<file path="config.mk">
export PLATFORM = sky130hd
export DESIGN_NAME = jb_fh_radio_frame_sched
export DESIGN_NICKNAME = d
export VERILOG_FILES = /design/src/rtl/jb_fh_radio_frame_sched.sv
export SDC_FILE = /design/constraint.sdc
export NUM_CORES = 1
export LEC_CHECK = 0
export ABC_AREA = 1
export BUFFER_PORTS_ARGS = -buffer_cell sky130_fd_sc_hd__buf_4
export CORE_MARGIN = 3
export CORE_UTILIZATION = 40
export DETAILED_ROUTE_END_ITERATION = 6
export PLACE_DENSITY_LB_ADDON = 0.3
export SETUP_SLACK_MARGIN = 0.4
export SLEW_MARGIN = 20
export SYNTH_ARGS = -nofsm -noshare
export SYNTH_HDL_FRONTEND = slang
export SYNTH_SLANG_ARGS = --single-unit
</file>
<file path="constraint.sdc">
create_clock -name clk -period 22.2 [get_ports clk]
set_input_delay 3.33 -clock clk [delete_from_list [all_inputs] [get_ports clk]]
set_output_delay 3.33 -clock clk [all_outputs]
set_load 0.01 [all_outputs]
</file>
<file path="src/rtl/jb_fh_radio_frame_sched.sv">
// Per-carrier 10 ms DL/UL radio-frame start strobe generator, phase-locked to the
// fronthaul 1PPS and gated by fronthaul readiness.
module jb_fh_radio_frame_sched #(
  parameter int unsigned N_CARRIERS  = 2,
  parameter int unsigned N_ETH_PORTS = 2,
  parameter int unsigned NS_PER_CLK  = 4,
  parameter int unsigned FRAME_NS    = 10000000,
  parameter int unsigned OFS_W       = 24
) (
  input  logic                        clk,
  input  logic                        rst,
  input  logic                        cfg_enable,
  input  logic [N_CARRIERS-1:0]       cfg_carrier_en,
  input  logic [N_CARRIERS*OFS_W-1:0] cfg_dl_offset,
  input  logic [N_CARRIERS*OFS_W-1:0] cfg_ul_offset,
  input  logic                        sticky_clr,
  input  logic                        one_pps,
  input  logic [N_ETH_PORTS-1:0]      eth_fram_reset_active,
  input  logic                        ul_fram_ready,
  input  logic                        dl_defm_ready,
  output logic [N_CARRIERS-1:0]       dl_radio_start_10ms,
  output logic [N_CARRIERS-1:0]       ul_radio_start_10ms,
  output logic [9:0]                  frame_cnt,
  output logic [1:0]                  sched_state,
  output logic                        pps_slip,
  output logic                        cfg_err
);

  localparam int unsigned PW = OFS_W + 1;
  localparam logic [PW-1:0]    W_FRAME = PW'(FRAME_NS);
  localparam logic [PW-1:0]    W_STEP  = PW'(NS_PER_CLK);
  localparam logic [OFS_W-1:0] W_LAST  = OFS_W'(FRAME_NS - NS_PER_CLK);

  typedef enum logic [1:0] {S_IDLE, S_WAIT_READY, S_WAIT_PPS, S_RUN} state_t;

  state_t                 r_state;
  logic                   r_pps_d;
  logic [OFS_W-1:0]       r_frame_ns;
  logic [OFS_W-1:0]       r_dl_ofs [N_CARRIERS];
  logic [OFS_W-1:0]       r_ul_ofs [N_CARRIERS];
  logic [N_CARRIERS-1:0]  r_dl_hit;
  logic [N_CARRIERS-1:0]  r_ul_hit;

  logic                   w_pps_edge;
  logic                   w_ok;
  logic [PW-1:0]          w_sum;
  logic                   w_wrap;
  logic [OFS_W-1:0]       w_next;
  logic [OFS_W-1:0]       w_dl_sat [N_CARRIERS];
  logic [OFS_W-1:0]       w_ul_sat [N_CARRIERS];
  logic [N_CARRIERS-1:0]  w_dl_cross;
  logic [N_CARRIERS-1:0]  w_ul_cross;
  logic [N_CARRIERS-1:0]  w_dl_zero;
  logic [N_CARRIERS-1:0]  w_ul_zero;
  logic                   w_cfg_bad;
  logic                   w_slip_set;
  logic                   w_err_set;

  // Offset o lies in the half-open phase interval (p, n], modulo the frame.
  function automatic logic f_cross(input logic [OFS_W-1:0] p, input logic [OFS_W-1:0] n,
                                   input logic [OFS_W-1:0] o);
    if (n > p) return (o > p) && (o <= n);
    else       return (o > p) || (o <= n);
  endfunction

  function automatic logic [OFS_W-1:0] f_sat(input logic [OFS_W-1:0] o);
    return ({1'b0, o} >= W_FRAME) ? W_LAST : o;
  endfunction

  assign w_pps_edge = one_pps & ~r_pps_d;
  assign w_ok       = dl_defm_ready & ul_fram_ready & ~|eth_fram_reset_active;
  assign w_sum      = {1'b0, r_frame_ns} + W_STEP;
  assign w_wrap     = (w_sum >= W_FRAME);
  assign w_next     = (w_pps_edge || w_wrap) ? '0 : w_sum[OFS_W-1:0];
  assign w_slip_set = (r_state == S_RUN) && cfg_enable && w_ok && w_pps_edge && (r_frame_ns != W_LAST);
  assign w_err_set  = (r_state == S_WAIT_READY) && cfg_enable && w_ok && w_cfg_bad;
  assign sched_state = r_state;

  always_comb begin
    w_dl_cross = '0;
    w_ul_cross = '0;
    w_dl_zero  = '0;
    w_ul_zero  = '0;
    w_cfg_bad  = 1'b0;
    for (int c = 0; c < N_CARRIERS; c++) begin
      w_dl_sat[c]   = f_sat(cfg_dl_offset[c*OFS_W +: OFS_W]);
      w_ul_sat[c]   = f_sat(cfg_ul_offset[c*OFS_W +: OFS_W]);
      w_cfg_bad     = w_cfg_bad
                    | ({1'b0, cfg_dl_offset[c*OFS_W +: OFS_W]} >= W_FRAME)
                    | ({1'b0, cfg_ul_offset[c*OFS_W +: OFS_W]} >= W_FRAME);
      w_dl_cross[c] = f_cross(r_frame_ns, w_next, r_dl_ofs[c]);
      w_ul_cross[c] = f_cross(r_frame_ns, w_next, r_ul_ofs[c]);
      w_dl_zero[c]  = (r_dl_ofs[c] == '0);
      w_ul_zero[c]  = (r_ul_ofs[c] == '0);
    end
  end

  // Crossing hits are registered on the phase update and emitted one clk later.
  always_ff @(posedge clk) begin
    if (rst) begin
      r_state             <= S_IDLE;
      r_pps_d             <= 1'b0;
      r_frame_ns          <= '0;
      r_dl_hit            <= '0;
      r_ul_hit            <= '0;
      dl_radio_start_10ms <= '0;
      ul_radio_start_10ms <= '0;
      frame_cnt           <= '0;
      pps_slip            <= 1'b0;
      cfg_err             <= 1'b0;
      for (int c = 0; c < N_CARRIERS; c++) begin
        r_dl_ofs[c] <= '0;
        r_ul_ofs[c] <= '0;
      end
    end else begin
      r_pps_d             <= one_pps;
      r_dl_hit            <= '0;
      r_ul_hit            <= '0;
      dl_radio_start_10ms <= '0;
      ul_radio_start_10ms <= '0;

      if (w_slip_set)      pps_slip <= 1'b1;
      else if (sticky_clr) pps_slip <= 1'b0;
      if (w_err_set)       cfg_err  <= 1'b1;
      else if (sticky_clr) cfg_err  <= 1'b0;

      if (!cfg_enable) begin
        r_state <= S_IDLE;
      end else begin
        case (r_state)
          S_IDLE: r_state <= S_WAIT_READY;
          S_WAIT_READY: begin
            if (w_ok) begin
              r_state <= S_WAIT_PPS;
              for (int c = 0; c < N_CARRIERS; c++) begin
                r_dl_ofs[c] <= w_dl_sat[c];
                r_ul_ofs[c] <= w_ul_sat[c];
              end
            end
          end
          S_WAIT_PPS: begin
            if (!w_ok) begin
              r_state <= S_WAIT_READY;
            end else if (w_pps_edge) begin
              r_state    <= S_RUN;
              r_frame_ns <= '0;
              frame_cnt  <= '0;
              r_dl_hit   <= w_dl_zero;
              r_ul_hit   <= w_ul_zero;
            end
          end
          S_RUN: begin
            if (!w_ok) begin
              r_state <= S_WAIT_READY;
            end else begin
              r_frame_ns          <= w_next;
              r_dl_hit            <= w_dl_cross;
              r_ul_hit            <= w_ul_cross;
              dl_radio_start_10ms <= r_dl_hit & cfg_carrier_en;
              ul_radio_start_10ms <= r_ul_hit & cfg_carrier_en;
              if (w_wrap || w_pps_edge) frame_cnt <= frame_cnt + 10'd1;
            end
          end
          default: r_state <= S_IDLE;
        endcase
      end
    end
  end

endmodule

</file>
==> results of run 1 <==
stage by stage:
stage / hold slack, ns / area (µm²) / total power, mW / instances / setup slack, ns
2_1_floorplan: 0.407 / 12100 / 0.350 / 1569 / 11.10
3_3_place_gp: 0.457 / 13400 / 0.381 / 2050 / 14.99
3_5_place_dp: 0.456 / 13400 / 0.383 / 2050 / 14.88
4_1_cts: 0.471 / 14000 / 0.677 / 2082 / 15.36
5_1_grt: 0.485 / 14000 / 0.700 / 2082 / 14.89
6_report: 0.466 / 14000 / 0.674 / 2082 / 15.32
area by class of cell:
cell class                 count  share of cell area, %
multi-input combinational   1166                   51.8
clock inverter                 6                  0.250
tap                          384                   3.43
sequential                   143                   27.3
inverter                     226                   6.06
clock buffer                  26                   4.10
timing repair buffer         131                   7.02
power groups by stage:
| stage | Clock (mW) | Sequential, mW | Combinational (mW) |
|---|---|---|---|
| 4_1_cts | 0.298 | 0.298 | 0.0800 |
| 6_report | 0.295 | 0.298 | 0.0802 |
| 3_5_place_dp | 0 | 0.304 | 0.0794 |
| 5_1_grt | 0.310 | 0.299 | 0.0909 |
| 2_1_floorplan | 0 | 0.302 | 0.0478 |
| 3_3_place_gp | 0 | 0.304 | 0.0774 |
state kept, by name, summed over array words and instances, names as in the netlist, 10 cells and up:
register / cells
r_dl_ofs: 48
r_ul_ofs: 48
r_frame_ns: 24
frame_cnt: 10
logic make-up after synthesis:
logic type / synth area share [%]
simple gates: 26.1
compound gates: 12.5
flops: 31.7
fa+ha+maj: 21.1
buf+inv: 8.25
xor+xnor: 0.363
cells in the final DEF, fill, tap and decap left out, drive strengths merged, types with 3 or more instances in the layout:
cell,count
nand2,310
inv,226
nor2,205
ha,203
a21oi,161
buf,131
edfxtp,96
nand3,71
dfxtp,47
nand4,41
nor4,33
o21ai,29
clkbuf,26
a211oi,21
nor3,19
a31oi,10
o2111ai,8
o211ai,8
o221ai,7
nor3b,7
or4,6
clkinv,5
xor2,4
o31ai,4
o21a,3
a21o,3
per-layer routing:
layer	GRT usage, %	part of all wire (%)
met4	9.68	3.7
met2	38.9	46
met1	31.0	44
met3	3.33	6.0
met5	0	0
tightest hold or removal path: stages, from the launching register on:
cell     delay [ns]
dfxtp_1        0.32
nand2_1        0.06
nor2_1         0.03
worst paths after layout:
check                           slack (ns)  depth (start not counted)                                 to                       start
worst min-delay path                  0.47                          2  ul_radio_start_10ms[1]$_SDFF_PP0_      r_ul_hit[1]$_SDFF_PP0_
worst max-delay path                 15.32                         22             r_dl_hit[1]$_SDFF_PP0_                     one_pps
worst min register to register        0.47                          2  ul_radio_start_10ms[1]$_SDFF_PP0_      r_ul_hit[1]$_SDFF_PP0_
worst max register to register       16.56                         25             r_dl_hit[1]$_SDFF_PP0_  r_frame_ns[2]$_SDFFE_PP0P_
Yosys cell counts, types with 3 or more instances:
| library cell | instances |
|---|---|
| nand2_1 | 298 |
| inv_1 | 218 |
| ha_1 | 203 |
| nor2_1 | 186 |
| a21oi_1 | 161 |
| edfxtp_1 | 96 |
| nand3_1 | 65 |
| dfxtp_1 | 47 |
| nand4_1 | 40 |
| nor4_1 | 33 |
| o21ai_0 | 27 |
| clkbuf_1 | 23 |
| a211oi_1 | 21 |
| nor3_1 | 19 |
| a31oi_1 | 10 |
| nand2_2 | 10 |
| nor2_2 | 10 |
| nor2_4 | 9 |
| o2111ai_1 | 8 |
| o211ai_1 | 8 |
| buf_2 | 7 |
| o221ai_1 | 7 |
| inv_2 | 6 |
| nor3b_1 | 6 |
| or4_1 | 6 |
| nand3_2 | 5 |
| o31ai_1 | 4 |
| xor2_1 | 4 |
| a21o_1 | 3 |
| o21a_1 | 3 |
==> metrics.yaml, run 1 <==
timing:
  worst_slew_pin_slew_ns: 1.07
  rsz0062_at_grt: "no"
  finalSetupTns_ns: 0
  clock.fmax_mhz: 145
  finalSetupViolCount: 0
  period_share_pct: 31.0
  fin_worst_skew_ns: 0.0292
  relSlewSlack_pct: 28.4
  slew_violations: 0
  finalHoldViolations: 0
  fin_crit_ns: 6.88
worst_setup_path:
  crit_chain: "buf_4 > inv_1 > nor2_1 > inv_1 > nand2_1 > inv_1 > nand2_2 > nor2_4 > nand3_4 > inv_2 > nand2_1 > ha_1 > nand4_1 > nor4_1 > inv_1 > or4_1 > o2111ai_1 > o41ai_1 > nor2_1 > nor2_1 > nand2_1 > a21oi_1"
  cp.arrival_ns: 7.22
  path_max_fanout: 36
  criticalPathCategory: "in -> reg"
  cp_common_cell: "inv_1"
  critPathLaunchType: "input port"
  required_ns: 22.54
  crit_path_end_kind: "flip-flop"
  crit_slowest_cell: "or4_1"
  max_stage_delay_ns: 0.48
  path_delay_family: "simple AND/OR/NAND/NOR gates"
  cp_num_buf_inv: 6
job:
  cap_violations: 0
clocking:
  h-tree-depth: 4
  cts_resized: 0
  cts_root_buf: "clkbuf_16"
  postCtsSetupBuffers: 0
  clkTransAtPathRegs_ns: 0.07
  hold_buffers: 0
  clk-insertion-delay-late_ns: 0.45
  max-clock-path-buffers: 2
  tritoncts: "yes"
  numCtsBuffers: 17
  clock-sinks: 143
pwr:
  p_int_uw: 504
  p_leak_nw: 6.30
  combPwrFrac_pct: 11.9
  clkPwrFrac_pct: 43.8
  p_sw_uw: 170
  pwr_density_cell_nw_per_um2: 48.1
  vdd_drop_max_v: 0.0000422
  pwr-share-seq_pct: 44.3
  p_sw_share_pct: 25.2
synthesis:
  synth_edf_count: 96
  syn_area_um2: 12100
  ys_ff_latch: 143
  syn_area_per_cell_um2: 7.69
  synth_top_area_share_pct: 23.9
  yosysTopAreaCell: "edfxtp_1"
  synth_ff_type: "edfxtp_1"
  yosys.cell_types.count: 50
  synthArstFlopShare_pct: 0
  synth_fp_nets: 1879
  synth-warning-count: 0
  postSynthCellCount: 1569
  synthTopCellsByArea: "edfxtp_1 24%, ha_1 21%, nand2_1 9.3%, dfxtp_1 7.8%, inv_1 6.8%"
  seq_area_frac_synth_pct: 31.7
drt:
  drtIter0Drc: 903
  wl_um: 38500
  firstDrtPassIters: 7
  drc_errors: 1
  vias: 11487
  antenna_left: 0
  wl_per_cell_um: 18.5
  vias_per_cell: 5.52
die:
  die_w_um: 180
  start_util_pct: 41.3
  core-area_um2: 29200
  ioPinCount: 125
  die_h_um: 180
  placementRows: 62
  die-area_um2: 32300
place:
  dp_hpwl_um: 31200
  port-buffer-count: 124
  routabilityCongestion: 0.973
global_route:
  overflow: 0
  grt_pass1_vias: 11163
  grt_pass1_wl_um: 60200
  antenna_found_initial: 0
  grt_max_degree: 69
  groute.usage.overall_pct: 23.5
finish:
  drive_gt1_share_pct: 12.1
  seq_area_um2: 3820
  syn_to_final_growth_pct: 16.1
  n_fill_cell: 2885
  utilization_pct: 47.9
  fin_nets: 1995
  antenna_cells: 0
  multiInputGateArea_um2: 7260
status:
  violations: "DRC"
  status: "finished, violations left"
worst_hold_path:
  holdCritPathClass: "reg -> reg"
Note: power is estimated with default switching activity, not from simulation.
==> run 2, diff against run 1 <==
- ABC_AREA: 1 -> 0
- clock period: 22.2 -> 7.2 ns (I/O delays scaled with it)
==> run 2 against run 1 <==
Net effect:
- the run still ends with DRC left
- final cell count fell by 13%
- sequential share of layout area rose by 0.70 points
- final area shrank 2.5%
==> metrics.yaml, run 2 <==
status:
  status: "finished, violations left"  # unchanged
  violations: "DRC"  # unchanged
synthesis:
  synth_top_area_share_pct: 24.5  # was 23.9%
  synthArstFlopShare_pct: 0  # unchanged
  yosysTopAreaCell: "edfxtp_1"  # unchanged
  synth-warning-count: 0  # unchanged
  syn_area_um2: 11800  # was 12100 µm²
  postSynthCellCount: 1307  # was 1569
  synth.most_common_cell: "ha_1"  # was nand2_1
  yosys.cell_types.count: 69  # was 50
  synth_edf_count: 96  # unchanged
  synth_fp_nets: 1617  # was 1879
  syn_area_per_cell_um2: 8.99  # was 7.69 µm²
  ys_ff_latch: 143  # unchanged
  synthTopCellsByCount: "203 x ha_1, 156 x nor2_1, 96 x edfxtp_1, 93 x a21oi_1, 75 x o21ai_0"  # was 298 x nand2_1, 218 x inv_1, 203 x ha_1, 186 x nor2_1, 161 x a21oi_1
  synth_ff_type: "edfxtp_1"  # unchanged
  synthTopCellsByArea: "edfxtp_1 25%, ha_1 22%, dfxtp_1 8.0%, nor2_1 5.0%, a21oi_1 4.0%"  # was edfxtp_1 24%, ha_1 21%, nand2_1 9.3%, dfxtp_1 7.8%, inv_1 6.8%
  seq_area_frac_synth_pct: 32.5  # was 31.7%
clocking:
  hold_buffers: 0  # unchanged
  clkTransAtPathRegs_ns: 0.07  # about the same
  max-clock-path-buffers: 2  # unchanged
  postCtsSetupBuffers: 0  # unchanged
  tritoncts: "yes"  # unchanged
  numCtsBuffers: 17  # unchanged
  cts_resized: 0  # unchanged
  clk-insertion-delay-late_ns: 0.44  # was 0.45 ns
  h-tree-depth: 4  # unchanged
  cts_root_buf: "clkbuf_16"  # unchanged
  clock-sinks: 143  # unchanged
worst_setup_path:
  crit_path_end_kind: "flip-flop"  # unchanged
  critPathLaunchType: "flip-flop"  # was input port
  path_max_fanout: 27  # was 36
  r2r_slack_ns: 1.02  # was 16.56 ns
  required_ns: 7.56  # was 22.54 ns
  cp.arrival_ns: 6.54  # was 7.22 ns
  criticalPathCategory: "reg -> reg"  # was in -> reg
worst_hold_path:
  holdCritPathClass: "reg -> reg"  # unchanged
finish:
  n_fill_cell: 2793  # was 2885
  antenna_cells: 0  # unchanged
  fin_area_um2: 13700  # was 14000 µm²
  top_regs: "r_dl_ofs x48, r_ul_ofs x48, r_frame_ns x24"  # unchanged
  layout.cells.non_filler: 1805  # was 2082
  mostFrequentLayoutCells: "203 x ha_1, 156 x nor2_1, 129 x buf_4"  # was 298 x nand2_1, 218 x inv_1, 203 x ha_1
  layout_commonest_cell: "ha_1"  # was nand2_1
  fin_nets: 1718  # was 1995
  syn_to_final_growth_pct: 16.2  # was 16.1%
  drive_gt1_share_pct: 13.1  # was 12.1%
  utilization_pct: 47.3  # was 47.9%
drt:
  antenna_left: 0  # unchanged
  wl_per_cell_um: 21.6  # was 18.5 µm
  vias_per_cell: 5.97  # was 5.52
  firstDrtPassIters: 7  # unchanged
  drc_errors: 1  # unchanged
  vias: 10777  # was 11487
  drtIter0Drc: 976  # was 903
  wl_um: 39000  # was 38500 µm
die:
  die-area_um2: 31500  # was 32300 µm²
  core-area_um2: 28900  # was 29200 µm²
  die_h_um: 177  # was 180 µm
  ioPinCount: 125  # unchanged
  die_w_um: 177  # was 180 µm
  placementRows: 62  # unchanged
  start_util_pct: 40.7  # was 41.3%
pwr:
  pwr_density_cell_nw_per_um2: 158  # was 48.1 nW/µm²
  p_leak_nw: 5.55  # was 6.30 nW
  vdd_drop_max_v: 0.000141  # was 0.0000422 V
  total_power_mw: 2.16  # was 674 µW
timing:
  worst_slew_pin_slew_ns: 1.06  # was 1.07 ns
  finalSetupViolCount: 0  # unchanged
  clock.fmax_mhz: 162
  fin_worst_skew_ns: 0.0103  # was 0.0292 ns
  finalSetupTns_ns: 0  # unchanged
  slew_violations: 0  # unchanged
  finalHoldViolations: 0  # unchanged
  fin_crit_ns: 6.18
  rsz0062_at_grt: "no"  # unchanged
  holdWs_ns: 0.492  # was 0.466 ns
  period_share_pct: 85.8
  fin_ws_ns: 1.02  # was 15.32 ns
  relSlewSlack_pct: 29.4  # was 28.4%
global_route:
  antenna_found_initial: 0  # unchanged
  groute.usage.overall_pct: 24.6  # was 23.5%
  grt_max_degree: 68  # was 69
  grt_pass1_vias: 10262  # was 11163
  grt_pass1_wl_um: 58700  # was 60200 µm
  overflow: 0  # unchanged
place:
  port-buffer-count: 124  # unchanged
  place_area_um2: 13000  # was 13400 µm²
  post-place-cells: 1773  # was 2050
  dp_hpwl_um: 29200  # was 31200 µm
  place_worst_setup_slack_ns: 1.24  # was 14.88 ns
  routabilityCongestion: 0.992  # was 0.973
job:
  cap_violations: 0  # unchanged
==> run 2: cell families after synthesis <==
| logic type | Yosys count | synth area share, % |
|---|---|---|
| fa+ha+maj | 203 | 21.6 |
| mux | 3 | 0.266 |
| buf+inv | 91 | 3.21 |
| flops | 143 | 32.5 |
| simple gates | 559 | 25.5 |
| compound gates | 284 | 15.1 |
| xor+xnor | 24 | 1.79 |
==> run 2: area by class of cell <==
type	instances	area (µm²)	area share (%)
Sequential cell	143	3820	28.0
Clock inverter	15	231	1.70
Inverter	44	165	1.21
Multi-Input combinational cell	1073	7560	55.4
Tap cell	384	480	3.52
Clock buffer	17	425	3.12
Timing Repair Buffer	129	968	7.09
==> run 2: path summary, 6_finish.rpt <==
path	start	to	cells after the start
min reg2reg	frame_cnt[9]$_SDFFE_PP0P_	frame_cnt[9]$_SDFFE_PP0P_	2
max reg2reg	r_frame_ns[2]$_SDFFE_PP0P_	r_ul_hit[1]$_SDFF_PP0_	23
max	r_frame_ns[2]$_SDFFE_PP0P_	r_ul_hit[1]$_SDFF_PP0_	23
min	frame_cnt[9]$_SDFFE_PP0P_	frame_cnt[9]$_SDFFE_PP0P_	2
==> run 2: where the power goes <==
group | switching, mW | internal [mW]
combinational | 0.111 | 0.110
clock | 0.395 | 0.621
sequential | 0.0251 | 0.894
==> run 2: metal layers <==
| metal | vias to the layer above | track usage [%] | share of wire [%] |
|---|---|---|---|
| met1 | 5123 | 32.4 | 42 |
| met3 | 113 | 4.64 | 8.1 |
| met5 | - | 0 | 0 |
| met2 | 465 | 39.2 | 45 |
| li1 | 5076 | - | - |
| met4 | 0 | 10.9 | 4.4 |
==> run 2: critical path, cell delays in order, from the launching register on <==
cell	delay (ns)
dfxtp_1	0.52
ha_1	0.36
nand3_2	0.24
nor4_4	0.71
xnor2_1	0.19
nand3_1	0.09
a2bb2oi_1	0.20
o22a_2	0.22
a21oi_4	0.14
nor2_4	0.59
o21ai_0	0.54
ha_1	0.45
a21o_1	0.16
a21o_1	0.17
a21o_1	0.18
a21o_1	0.18
a21oi_1	0.13
nor2b_1	0.06
o21ai_0	0.16
o211ai_1	0.11
a221o_1	0.30
o21ai_0	0.12
nand4_1	0.13
a31oi_1	0.14
